**src/rtl/mem_bus_ctrl.sv**
```systemverilog
// mem_bus_ctrl: CPU load/store port to 8K x 32 RAM bridge (word-only RAM writes,
// registered RAM reads). Sub-word stores use read-modify-write.
// Ports: clk, rst (sync, active-high); cpu_req/we/size/addr/wdata in;
// cpu_rdata/ready/misalign out; mem_we/addr/din out, mem_dout in.
// Optional misalignment trap: define MEM_BUS_CTRL_ALIGN_CHK_EN.
module mem_bus_ctrl #(
  parameter int AW = 13
) (
  input  logic          clk,
  input  logic          rst,
  input  logic          cpu_req,
  input  logic          cpu_we,
  input  logic [1:0]    cpu_size,
  input  logic [31:0]   cpu_addr,
  input  logic [31:0]   cpu_wdata,
  output logic [31:0]   cpu_rdata,
  output logic          cpu_ready,
  output logic          cpu_misalign,
  output logic          mem_we,
  output logic [AW-1:0] mem_addr,
  output logic [31:0]   mem_din,
  input  logic [31:0]   mem_dout
);

  typedef enum logic [2:0] {
    IDLE, RD, MRG, WR, CAP, RESP
  } state_t;

  state_t      state;
  logic [AW+1:0] addr_q;
  logic [1:0]  size_q;
  logic [31:0] wdata_q;
  logic [31:0] wbuf;
  logic        we_q;
  logic        mis_q;
  logic        misal;
  logic [31:0] merged;
  logic [31:0] rd_lane;

  always_comb begin
`ifdef MEM_BUS_CTRL_ALIGN_CHK_EN
    misal = (cpu_size == 2'b01 && cpu_addr[0]) ||
            (cpu_size[1] && cpu_addr[1:0] != 2'b00);
`else
    misal = 1'b0;
`endif
  end

  // Lane replacement of the old RAM word for sub-word stores.
  always_comb begin
    merged = mem_dout;
    case (size_q)
      2'b00: merged[{addr_q[1:0], 3'b000} +: 8] = wdata_q[7:0];
      2'b01: merged[{addr_q[1], 4'b0000} +: 16] = wdata_q[15:0];
      default: merged = wdata_q;
    endcase
  end

  // Right-aligned, zero-extended load data.
  always_comb begin
    rd_lane = mem_dout;
    case (size_q)
      2'b00: rd_lane = {24'h0, mem_dout[{addr_q[1:0], 3'b000} +: 8]};
      2'b01: rd_lane = {16'h0, mem_dout[{addr_q[1], 4'b0000} +: 16]};
      default: rd_lane = mem_dout;
    endcase
  end

  always_ff @(posedge clk) begin
    if (rst) begin
      state     <= IDLE;
      addr_q    <= '0;
      size_q    <= '0;
      wdata_q   <= '0;
      wbuf      <= '0;
      we_q      <= 1'b0;
      mis_q     <= 1'b0;
      cpu_rdata <= '0;
    end else begin
      case (state)
        IDLE: begin
          if (cpu_req) begin
            addr_q  <= cpu_addr[AW+1:0];
            size_q  <= cpu_size;
            wdata_q <= cpu_wdata;
            we_q    <= cpu_we;
            mis_q   <= misal;
            if (misal)
              state <= RESP;
            else if (cpu_we && cpu_size[1])
              state <= WR;
            else
              state <= RD;
          end
        end
        RD:   state <= we_q ? MRG : CAP;
        MRG: begin
          wbuf  <= merged;
          state <= WR;
        end
        WR:   state <= RESP;
        CAP: begin
          cpu_rdata <= rd_lane;
          state     <= RESP;
        end
        RESP: state <= IDLE;
        default: state <= IDLE;
      endcase
    end
  end

  // Strobes decode straight from the state register.
  assign mem_we       = (state == WR);
  assign cpu_ready    = (state == RESP);
  assign cpu_misalign = (state == RESP) && mis_q;
  assign mem_addr     = addr_q[AW+1:2];
  assign mem_din      = size_q[1] ? wdata_q : wbuf;

endmodule

```
**config.mk**
```make
export PLATFORM = sky130hd
export DESIGN_NAME = mem_bus_ctrl
export DESIGN_NICKNAME = d
export VERILOG_FILES = /design/src/rtl/mem_bus_ctrl.sv
export SDC_FILE = /design/constraint.sdc
export NUM_CORES = 1
export LEC_CHECK = 0
export CELL_PAD_IN_SITES_DETAIL_PLACEMENT = 1
export CELL_PAD_IN_SITES_GLOBAL_PLACEMENT = 1
export CORE_MARGIN = 2
export CORE_UTILIZATION = 36
export CTS_CLUSTER_DIAMETER = 120
export DETAILED_ROUTE_END_ITERATION = 16
export HOLD_SLACK_MARGIN = 0.08
export PLACE_DENSITY_LB_ADDON = 0.1
export SYNTH_ARGS = -nofsm -noshare
export SYNTH_HDL_FRONTEND = slang
export SYNTH_SLANG_ARGS = --single-unit
```
**constraint.sdc**
```tcl
create_clock -name clk -period 6.03 [get_ports clk]
set_input_delay 1.206 -clock clk [delete_from_list [all_inputs] [get_ports clk]]
set_output_delay 1.206 -clock clk [all_outputs]
set_load 0.01 [all_outputs]
```
==> flow_summary.json <==
{
  "cp_max_fo": 40,
  "cts_root_buf": "clkbuf_16",
  "hold_buffers": 0,
  "wirelength_mm": 21.7,
  "htree_levels": 4,
  "clkPwrFrac": 0.400,
  "whs_path_depth": 2,
  "cts_sinks": 117,
  "grt_antenna_before_repair": 0,
  "cp.arrival_ns": 2.44,
  "ioPinCount": 182,
  "drcViolationCount": 0,
  "dieArea_sq_um": 17000,
  "muxShareOfSynthArea": 0.105,
  "seqCellArea_sq_um": 2340,
  "p_seq_frac": 0.342,
  "relSlewSlack": 0.127,
  "coreArea_sq_um": 15800,
  "cap_violations": 0,
  "async_flop_share": 0,
  "via_per_inst": 5.59,
  "min_period_over_period": 0.605,
  "grt_pass1_wl_mm": 33.3,
  "critical_path.startpoint_type": "register",
  "clkSlewWorstSetupHoldPaths_ns": 0.05,
  "die_h_microns": 131,
  "syn2layout_area_growth_pct": 39.7,
  "rr_worst_depth": 7,
  "worst_slack_ns": 2.38,
  "dr_total_vias": 5870,
  "die_w_microns": 131,
  "worst_slew_pin_slew_ns": 1.30,
  "drive_above_1_share": 0.0934,
  "wire_per_inst_microns": 20.6,
  "first_pass_iters": 4,
  "synthDistinctLibCells": 37,
  "switching_share": 0.298,
  "outcome": "finished, final reports clean",
  "synth_warnings": 0,
  "avgSynthCellArea_sq_um": 8.17,
  "synth_compound_area_frac": 0.211,
  "synthXorXnorAreaFrac": 0,
  "min_to": "addr_q[12]$_SDFFE_PP0P_",
  "io_buffers": 163,
  "ant_nets": 0,
  "tns_ns": 0,
  "r2r-start": "addr_q[1]$_SDFFE_PP0P_",
  "std_cell_rows": 46,
  "hpwl_mm": 15.3,
  "power_density_nw_per_um2": 349,
  "routabilityCongestion": 0.852,
  "grt_max_degree": 62,
  "final.min_clock_period_ns": 3.65,
  "path_class": "register to primary output",
  "hold_class": "register to register",
  "drv_slew": 0,
  "antennaDiodeCount": 0,
  "crit_path_end_kind": "primary output",
  "hold_start": "addr_q[12]$_SDFFE_PP0P_",
  "place_ws_ns": 2.54,
  "syn_nets": 813,
  "r2r_slack_ns": 2.90,
  "p_comb_frac": 0.258,
  "setup_viol": 0,
  "synth-seq-area-share": 0.406,
  "synthSimpleGateAreaFrac": 0.203,
  "cp.required_ns": 4.82,
  "clkLatencyLatePin_ns": 0.42,
  "cts_resized": 0,
  "finalHoldViolCount": 0,
  "synth_top_family_by_area": "compound AO/OA/AOI/OAI gates",
  "post_cts_buffers": 0,
  "syn_inst": 706,
  "num-nets-final": 929,
  "multi_input_area_sq_um": 3070,
  "dp_cells": 1019,
  "grt_pass1_vias": 5985,
  "grt_setup_unrepaired": "no",
  "fin_skew_ns": 0.00729,
  "initialDrtViolationCount": 376,
  "instances_no_fill": 1051,
  "gr-usage-all-layers": 0.258,
  "cts_tree": "built",
  "start_util": 0.366,
  "p_int_mw": 1.98,
  "synth_area_sq_um": 5770,
  "p_leak_nw": 2.86,
  "synth_edf_count": 0,
  "fmax_mhz": 274,
  "synth-adder-area-share": 0.0109,
  "numCtsBuffers": 17,
  "synth_top_flop_cell": "dfxtp_1",
  "vdd_drop_max_mv": 0.198,
  "nFillCells": 1870,
  "p_sw_mw": 0.837,
  "r2r_end": "wbuf[19]$_SDFFE_PP0N_",
  "ys_ff_latch": 117,
  "clock_path_buffers": 2,
  "grt-ovfl-total": 0
}
-- cell usage in the layout, fill, tap and decap left out, types with 5 or more instances in the layout --
cell type / instances
a211oi_1: 20
a21o_1: 8
a21oi_1: 84
a221oi_1: 38
a22o_1: 8
a311oi_1: 13
buf_4: 9
bufinv_16: 5
clkbuf_16: 17
clkdlybuf4s50_1: 162
dfxtp_1: 116
ha_1: 5
mux2_2: 34
mux2i_1: 22
nand2_1: 117
nand2b_1: 6
nand3_1: 19
nand3b_1: 8
nand4_1: 8
nor2_1: 73
nor3_1: 21
o21ai_0: 9
-- power by group through the flow --
stage | Combinational (mW) | Clock, mW | Sequential, mW
after floorplan | 0.442 | 0 | 0.934
after global placement | 0.702 | 0 | 0.969
after detailed placement | 0.724 | 0 | 0.975
after CTS | 0.730 | 1.14 | 0.961
after global routing | 0.796 | 1.18 | 0.974
final | 0.725 | 1.13 | 0.963
-- routing by layer --
metal,up-vias,GRT usage,part of all wire
met5,-,0,0
met4,0,0.0726,0.015
met3,28,0.0656,0.065
met2,180,0.433,0.48
met1,2901,0.331,0.44
li1,2761,-,-
-- cell type report --
cell class,instances,area share
multi-input combinational,510,0.381
sequential,117,0.291
timing repair buffer,171,0.210
clock buffer,24,0.0611
tap,216,0.0336
clock inverter,8,0.0210
inverter,5,0.00233
-- registers in the layout (all words and copies together), names as in the netlist --
name	count
addr_q	15
cpu_rdata	32
size_q	2
state	3
wbuf	32
wdata_q	32
we_q	1
-- synth_stat cells (2+ instances only) --
master    number  area (sq um)
a21o_1         8          60.1
mux2_2        34           383
clkbuf_1      49           184
buf_4         14           105
dfxtp_1      117          2340
nand2_1      117           439
nor3b_1        3          22.5
a221oi_1      38           333
nand4_1        8          50.1
nand3b_1       8          60.1
mux2i_1       22           220
buf_6          2          22.5
o21ai_0        9          45.0
nor2_1        73           274
nand2b_1       6          37.5
buf_1          6          22.5
a22o_1         8          70.1
inv_1          4          15.0
nor3_1        21           105
nand3_1       19          95.1
a311oi_1      13           114
a211oi_1      20           150
ha_1           5          62.6
a21oi_1       84           420
nor2b_1        4          25.0
buf_2          3          15.0
-- how the worst max path moves through the flow --
stage / start / to / slack (ns) / cells after the start
finish: size_q[1]$_SDFFE_PP0P_ / mem_din[30] / 2.38 / 3
floorplan: size_q[1]$_SDFFE_PP0P_ / mem_din[10] / 3.40 / 4
global placement: cpu_req / wdata_q[4]$_SDFFE_PP0P_ / 2.61 / 5
CTS: size_q[1]$_SDFFE_PP0P_ / mem_din[16] / 2.40 / 3
detailed placement: cpu_req / wdata_q[14]$_SDFFE_PP0P_ / 2.54 / 5
global route: size_q[1]$_SDFFE_PP0P_ / mem_din[30] / 2.26 / 3
-- worst max-delay path: stages, from the launching register on --
cell and delay, ns:
dfxtp_2 0.60, buf_4 0.51, mux2_2 0.42, clkdlybuf4s50_1 0.48
-- logic make-up (layout without fill, tap and decap cells) --
kind of cell / Yosys count / after routing
mux: 56 / 56
fa+ha+maj: 5 / 5
simple gates: 265 / 265
other cells: 1 / 1
buf+inv: 79 / 208
compound gates: 183 / 183
flops: 117 / 117
-- through the flow --
stage | total power [mW] | instance area [sq um] | utilization | hold slack (ns)
final | 2.81 | 8050 | 0.511 | 0.451
after global routing | 2.95 | 8050 | 0.511 | 0.478
after CTS | 2.83 | 8050 | 0.511 | 0.456
after detailed placement | 1.70 | 7390 | 0.469 | 0.449
after global placement | 1.67 | 7390 | 0.469 | 0.441
after floorplan | 1.38 | 5770 | - | 0.437
(Power assumes the default switching activity.)
